File: src/rtl/alu_pkg.sv
// Shared definitions for the ALU frame controller and the ALU itself:
// opcode encodings, the error reply byte, the FSM state type and the opcode check.
package alu_pkg;

  localparam int OP_W = 6;

  localparam logic [OP_W-1:0] OP_ADD = 6'h20;
  localparam logic [OP_W-1:0] OP_SUB = 6'h22;
  localparam logic [OP_W-1:0] OP_AND = 6'h24;
  localparam logic [OP_W-1:0] OP_OR  = 6'h25;
  localparam logic [OP_W-1:0] OP_XOR = 6'h26;
  localparam logic [OP_W-1:0] OP_SRA = 6'h03;
  localparam logic [OP_W-1:0] OP_SRL = 6'h02;
  localparam logic [OP_W-1:0] OP_NOR = 6'h27;

  localparam logic [7:0] ERR_BYTE = 8'hEE;

  typedef enum logic [3:0] {
    WAIT_A,
    WAIT_B,
    WAIT_OP,
    EXEC,
    SEND_LO,
    WAIT_LO,
    SEND_HI,
    WAIT_HI,
    SEND_ERR,
    WAIT_ERR
  } state_t;

  function automatic logic is_valid_op(input logic [OP_W-1:0] op);
    case (op)
      OP_ADD, OP_SUB, OP_AND, OP_OR,
      OP_XOR, OP_SRA, OP_SRL, OP_NOR: return 1'b1;
      default:                        return 1'b0;
    endcase
  endfunction

endpackage

File: src/rtl/alu_ctrl_timer.sv
// Inter-byte timeout counter: counts while i_run is high, restarts on i_clear,
// and flags o_expired on the cycle the count reaches TIMEOUT_CYCLES-1.
module alu_ctrl_timer #(
  parameter int TIMEOUT_CYCLES = 1000000
) (
  input  logic i_clk,
  input  logic i_reset,
  input  logic i_clear,
  input  logic i_run,
  output logic o_expired
);

  localparam int CW = (TIMEOUT_CYCLES > 1) ? $clog2(TIMEOUT_CYCLES) : 1;
  localparam logic [CW-1:0] LAST = CW'(TIMEOUT_CYCLES - 1);

  logic [CW-1:0] count_q;

  // A byte arriving on the terminal cycle wins over the timeout.
  assign o_expired = i_run && !i_clear && (count_q == LAST);

  always_ff @(posedge i_clk) begin
    if (i_reset || i_clear || !i_run || o_expired) count_q <= '0;
    else                                           count_q <= count_q + CW'(1);
  end

endmodule

File: src/rtl/alu_frame_ctrl.sv
// Frame sequencer between UART RX/TX and alu_logic: A, B, opcode in; result
// out as low byte then high byte. Optional timeout under ALU_CTRL_TIMEOUT_EN.
module alu_frame_ctrl
  import alu_pkg::*;
#(
  parameter int DATA_WIDTH     = 8,
  parameter int OP_CODE_SIZE   = 6,
  parameter int TIMEOUT_CYCLES = 1000000
) (
  input  logic                    i_clk,
  input  logic                    i_reset,
  input  logic [7:0]              i_rx_data,
  input  logic                    i_rx_done,
  input  logic                    i_tx_done,
  output logic [7:0]              o_tx_data,
  output logic                    o_tx_start,
  output logic [DATA_WIDTH-1:0]   o_dato_a,
  output logic [DATA_WIDTH-1:0]   o_dato_b,
  output logic [OP_CODE_SIZE-1:0] o_op_code,
  input  logic [DATA_WIDTH:0]     i_resultado,
  output logic                    o_error,
  output logic                    o_overrun,
  output logic                    o_timeout
);

  state_t                  state;
  logic                    result_hi_q;
  logic [OP_CODE_SIZE-1:0] op_field;
  logic                    rx_accept;
  logic                    timer_expired;

  assign op_field  = i_rx_data[OP_CODE_SIZE-1:0];
  assign rx_accept = i_rx_done && (state inside {WAIT_A, WAIT_B, WAIT_OP});

`ifdef ALU_CTRL_TIMEOUT_EN
  logic timeout_q;

  alu_ctrl_timer #(
    .TIMEOUT_CYCLES(TIMEOUT_CYCLES)
  ) u_timer (
    .i_clk    (i_clk),
    .i_reset  (i_reset),
    .i_clear  (rx_accept),
    .i_run    (state inside {WAIT_B, WAIT_OP}),
    .o_expired(timer_expired)
  );

  always_ff @(posedge i_clk) begin
    if (i_reset) timeout_q <= 1'b0;
    else         timeout_q <= timer_expired;
  end

  assign o_timeout = timeout_q;
`else
  assign timer_expired = 1'b0;
  assign o_timeout     = 1'b0;
`endif

  // o_tx_start is raised on entry to each SEND_* state so it is high during
  // that state; the low result byte goes straight into o_tx_data at EXEC.
  always_ff @(posedge i_clk) begin
    // NOTE: non-blocking assignments only, so every branch reads pre-edge state.
    if (i_reset) begin
      state       <= WAIT_A;
      o_dato_a    <= '0;
      o_dato_b    <= '0;
      o_op_code   <= '0;
      o_tx_data   <= '0;
      o_tx_start  <= 1'b0;
      o_error     <= 1'b0;
      o_overrun   <= 1'b0;
      result_hi_q <= 1'b0;
    end else begin
      o_tx_start <= 1'b0;
      o_error    <= 1'b0;
      if (i_rx_done && !rx_accept) o_overrun <= 1'b1;

      unique case (state)
        WAIT_A: if (i_rx_done) begin
          o_dato_a <= DATA_WIDTH'(i_rx_data);
          state    <= WAIT_B;
        end
        WAIT_B: begin
          if (i_rx_done) begin
            o_dato_b <= DATA_WIDTH'(i_rx_data);
            state    <= WAIT_OP;
          end else if (timer_expired) begin
            state <= WAIT_A;
          end
        end
        WAIT_OP: begin
          if (i_rx_done) begin
            if (is_valid_op(op_field)) begin
              o_op_code <= op_field;
              state     <= EXEC;
            end else begin
              o_error    <= 1'b1;
              o_tx_data  <= ERR_BYTE;
              o_tx_start <= 1'b1;
              state      <= SEND_ERR;
            end
          end else if (timer_expired) begin
            state <= WAIT_A;
          end
        end
        EXEC: begin
          result_hi_q <= i_resultado[DATA_WIDTH];
          o_tx_data   <= i_resultado[7:0];
          o_tx_start  <= 1'b1;
          state       <= SEND_LO;
        end
        SEND_LO: state <= WAIT_LO;
        WAIT_LO: if (i_tx_done) begin
          o_tx_data  <= {7'b0, result_hi_q};
          o_tx_start <= 1'b1;
          state      <= SEND_HI;
        end
        SEND_HI:  state <= WAIT_HI;
        WAIT_HI:  if (i_tx_done) state <= WAIT_A;
        SEND_ERR: state <= WAIT_ERR;
        WAIT_ERR: if (i_tx_done) state <= WAIT_A;
        default:  state <= WAIT_A;
      endcase
    end
  end

endmodule

File: config.mk
export PLATFORM = sky130hd
export DESIGN_NAME = alu_frame_ctrl
export DESIGN_NICKNAME = d
export VERILOG_FILES = /design/src/rtl/alu_pkg.sv /design/src/rtl/alu_ctrl_timer.sv /design/src/rtl/alu_frame_ctrl.sv
export SDC_FILE = /design/constraint.sdc
export NUM_CORES = 1
export LEC_CHECK = 0
export CORE_ASPECT_RATIO = 1.4
export CORE_MARGIN = 2
export CORE_UTILIZATION = 43
export DETAILED_ROUTE_END_ITERATION = 8
export PLACE_DENSITY = 0.74
export SYNTH_ARGS = -nofsm -noshare
export SYNTH_HDL_FRONTEND = slang
export SYNTH_SLANG_ARGS = --single-unit
File: constraint.sdc
create_clock -name i_clk -period 2.32 [get_ports i_clk]
set_input_delay 0.464 -clock i_clk [delete_from_list [all_inputs] [get_ports i_clk]]
set_output_delay 0.464 -clock i_clk [all_outputs]
set_load 0.005 [all_outputs]
== After elaboration in Yosys (flattened, before gate mapping) ==
Cells that the tools add are included.
Word-level totals
  word-level logic and storage cells: 66
  bits in registers: 38
  output and inout bits: 34
  input port bits: 21
Operators by class
  muxes and demuxes: 19
  equal/unequal tests: 23
  bitwise operators: 1
  reductions and logical operators: 14
Operator list (count)
  $eq A6 B6 Y1 const B: 6
  $pmux W4 S9: 1
  $mux W4: 6
  $mux W8: 3
  $pmux W8 S3: 1
  $eq A4 B3 Y1 const B: 4
  $eq A6 B2 Y1 const B: 2
  $ne A2 B2 Y1 const B: 5
  $eq A4 B2 Y1 const B: 2
  $eq A4 B4 Y1 const B: 2
  $reduce_or A8 Y1: 1
  $mux W1: 7
  $reduce_bool A3 Y1: 2
  $reduce_and A5 Y1: 1
  $eq A4 B1 Y1 const B: 1
  $logic_not A4 Y1: 1
  $reduce_and A2 Y1: 2
  $reduce_and A4 Y1: 1
  $reduce_or A2 Y1: 2
  $pmux W1 S3: 1
  $reduce_and A3 Y1: 1
  $logic_and A1 B1 Y1: 2
  $ne A2 B1 Y1 const B: 1
  $logic_not A1 Y1: 1
  $not A1 Y1: 1

== Logic depth before layout (Yosys ltp) ==
  word-level depth: 9
  gate-level depth with buffers: 6
  mapped depth without buffers: 5

== Worst setup path before layout ==
OpenSTA, ideal clock, no wires.
  path type: input -> register
  start: in i_rx_data[2]
  end: reg state[3]
  data arrival time: 1.547 ns
  slack: 0.703 ns
  buffers on the path: 0
  stages: 5
  setup time: 0.070 ns
  required time: 2.250 ns
  cells stage by stage: nand2b_4 a22o_4 and2_4 or4_1 a21oi_1
Between the ends
  longest elaborated chain between the ends: 9
  elaborated cells on any way between the ends: 16
  classes of those cells: eq/ne: 8; mux: 7; reduce/logical: 1
Ends and longest elaborated chain
  start, declared: RTL line alu_frame_ctrl.sv:12  | input logic [7:0] i_rx_data,
  $eq A6 B6 Y1 or $eq A6 B2 Y1 (tied branches): RTL line alu_pkg.sv:32  | case (op)
  $reduce_or A8 Y1 (*): RTL line alu_pkg.sv:32
  $mux W1 (*): RTL line alu_pkg.sv:32
  $mux W1 (*): RTL line alu_frame_ctrl.sv:92  | if (i_rx_done) begin
  $mux W1 (*): RTL line alu_frame_ctrl.sv:78  | unique case (state)
  $mux W1 (*): RTL line alu_frame_ctrl.sv:63  | if (i_reset) begin
  $mux W4 (*): RTL line alu_frame_ctrl.sv:93  | if (is_valid_op(op_field)) begin
  $mux W4 (*): RTL line alu_frame_ctrl.sv:92
  $pmux W4 S9 (*): RTL line alu_frame_ctrl.sv:78
  end signal, assigned: RTL line alu_frame_ctrl.sv:64  | state <= WAIT_A;
  end signal, assigned: RTL line alu_frame_ctrl.sv:81  | state <= WAIT_B;
  end signal, assigned: RTL line alu_frame_ctrl.sv:95  | state <= EXEC;
  end, declared: RTL line alu_frame_ctrl.sv:26  | state_t state;
Mark *: on every way between the ends. The rest lies on a longest branch, timed or not. The select of a mux whose other input is x is not followed.
A chain may end at the register's enable or synchronous reset.

== Worst setup path in the final report ==
  start: in i_rx_data[0]
  end: reg state[3]
The elaborated chain is that of the path after synthesis.

==> results.md <==
* Post-Syn Area at 1620 sq um
* Initial Util at 44.7%
* Root Buffer Master: clkbuf_8
* LEAKAGE at 0.957 nW
* Unrepaired setup endpoints after global routing: no
* H-tree levels at 2
* Via/cell ratio at 5.17
* Hold_ws at 0.465 ns
* Syn Nets at 199
* Setup bufs post-CTS at 0
* FF-to-FF path depth at 5
* Worst-margin pin slew at 0.558 ns
* Cells after synthesis at 178
* Vias at 1433
* Placement Setup Slack at 0.144 ns
* Final Wtd Congestion at 0.841
* CP cell instances: clkdlybuf4s50_1, nand2b_4, a22o_4, and2_4, or4_1, a21oi_1
* Crit Path Max Fanout at 4
* Power per cell area at 632 nW/um^2
* Area of the multi-input gates at 771 sq um
* Layout cell share with drive strength beyond 1 at 8.94%
* PnR worst setup slack at 0.431 ns
* CTS tree: built
* Die Y-Extent at 76.5 microns
* Register-to-register setup slack at 0.55 ns
* Most frequent cells in the layout: clkdlybuf4s50_1 (53), dfxtp_1 (38), nor2_1 (30)
* IO Count at 55
* RR Endpoint: state[0]
* Status: finished, final reports clean
* Vias in the first global route at 1329
* Syn-to-layout area delta at 41.4%
* Die width at 55.8 microns
* DRC at 0
* Drt first-iter violations at 25
* Crit. End Element: flop
* Core ar. at 3610 sq um
* Tcrit/Tclk final at 81.4%
* Worst vdd ir at 0.000450 V
* WHS Endpoint: o_tx_data[0]
* Fin cells at 277
* Row cnt at 26
* Cts hold-fix bufs at 0
* Hold Path Origin: o_tx_data[0]
* Synth Flop Type: dfxtp_1
* Routed wire length at 3.69 mm
* Placed cells at 269
* Tmin final at 1.89 ns
* Setup Viol. Count Final at 0
* Antenna diodes at 0
* Clock Skew at 0.00314 ns
* Max Root-Sink Buffers at 2
* CP Launch Type: primary input
* Final Hold Vio Count at 0
* Worst-path clk slew at 0.07 ns
* Final Max Tran Viols at 0
* Max Freq at 529 MHz
* Critical path class: primary input to flop
* Worst r2r src: state[2]
* Inserted Clock Buffers at 5
* Seq/Total Area, Yosys at 47.1%
* GRT Total Usage at 18.4%
* Final net count at 255
* Post-DR wirelength/cell at 13.3 microns
* Clock latency on the worst-skew pair at 0.28 ns
* Yosys warnings at 0
* Post-synthesis cell type count at 34
* PortBufs at 53
* Crit-path max cell delay at 0.57 ns
* CTS Sinks at 38
* Cell count of the worst hold path at 2
* Syn avg cell area at 9.07 sq um
* Drt pass-1 iters at 4
* Gr ovfl total at 0
* Min-Delay Path Class: flop to flop
* # resized after CTS at 0
* Flip-flop and latch area at 761 sq um
* Slew HR at 62.6%
* CP required at 2.54 ns
* Sum Neg Setup Slack at 0 ns
* Initial antenna violation count at 0
* Most common cell after layout, fill and taps aside: clkdlybuf4s50_1
* First-pass GRT wire length at 6.23 mm
* Asr flop ratio synth at 0%
* Max-cap violations at 0
* Die area at 4270 sq um
* CP arrival at 2.11 ns
* Number of synthesized register bits at 38
* Dpl hpwl at 2.67 mm
* Number of nets with antenna violations after routing at 0
* Fill count at 309
* Design Power at 0.00144 W
* Pin count of the biggest net entering global routing at 17
* Slowest CP cell: clkdlybuf4s50_1
* Post-synth EDFFs at 0
-- synth_stat cells (2+ instances only) --
| cell type | instances | share of area (%) |
|---|---|---|
| dfxtp_1 | 38 | 47 |
| nor2_1 | 30 | 7.0 |
| mux2i_1 | 23 | 14 |
| nand2_1 | 18 | 4.2 |
| inv_1 | 9 | 2.1 |
| a21oi_1 | 6 | 1.9 |
| a221oi_1 | 6 | 3.3 |
| buf_2 | 4 | 1.2 |
| nand3_1 | 4 | 1.2 |
| nor3_1 | 4 | 1.2 |
| or3_1 | 4 | 1.5 |
| clkbuf_1 | 3 | 0.70 |
| nand2b_1 | 3 | 1.2 |
| a21oi_2 | 2 | 1.1 |
| and3_1 | 2 | 0.77 |
| buf_4 | 2 | 0.93 |
| nor2b_1 | 2 | 0.77 |
| o21ai_0 | 2 | 0.62 |
-- sequential cells by signal, summed over array words and instances (netlist names) --
name / cells
state: 4
result_hi_q: 1
o_dato_b: 8
o_tx_data: 8
o_tx_start: 1
o_op_code: 6
o_overrun: 1
o_error: 1
o_dato_a: 8
-- kinds of logic (layout without fill, tap and decap cells) --
group / Yosys count / after routing / share of synthesized area [%]
buffers and inverters: 19 / 76 / 5.19
AO/OA/AOI/OAI: 25 / 25 / 12.5
flip-flops: 38 / 38 / 47.1
multiplexers: 23 / 23 / 14.3
AND/OR/NAND/NOR: 72 / 72 / 20.8
other: 1 / 1 / 0.232
-- worst max-delay path by stage --
stage,endpoint,cells past startpoint,startpoint
floorplan,state[3],5,i_rx_data[2]
global placement,state[3],6,i_rx_data[0]
detailed placement,state[3],6,i_rx_data[0]
CTS,state[3],6,i_rx_data[0]
global route,state[3],6,i_rx_data[0]
finish,state[3],6,i_rx_data[0]
-- where the power goes --
group / internal, W / switching [W] / leakage [nW]
logic: 0.000152 / 0.000111 / 0.600
registers: 0.000689 / 0.0000317 / 0.309
clock network: 0.000240 / 0.000221 / 0.0482
total: 0.00108 / 0.000363 / 0.957
-- through the flow --
stage / utilization (%) / area (sq um)
3_3_place_gp: 60.7 / 2190
4_1_cts: 63.3 / 2280
6_report: 63.3 / 2280
3_5_place_dp: 60.7 / 2190
5_1_grt: 63.3 / 2280
2_1_floorplan: - / 1620
-- metal layers --
metal / track usage [%] / part of all wire, % / vias to the layer above / wire length [microns]
met4: 7.80 / 1.6 / 0 / 59
met1: 22.1 / 43 / 660 / 1580
li1: - / - / 725 / -
met3: 5.43 / 6.5 / 4 / 241
met2: 30.2 / 49 / 44 / 1810
met5: 0 / 0 / - / 0
-- layout make-up --
type | count | area share (%)
Sequential cell | 38 | 33.3
Clock inverter | 1 | 0.219
Multi-Input combinational cell | 121 | 33.7
Timing Repair Buffer | 59 | 25.2
Inverter | 9 | 1.48
Tap cell | 42 | 2.30
Clock buffer | 7 | 3.78
-- critical path, delay by kind of cell --
kind                   cells  cell delay [ns]
buffers and inverters      1             0.57
AND/OR/NAND/NOR            3             0.68
AO/OA/AOI/OAI              2             0.40
Note: power is estimated with default switching activity, not from simulation.
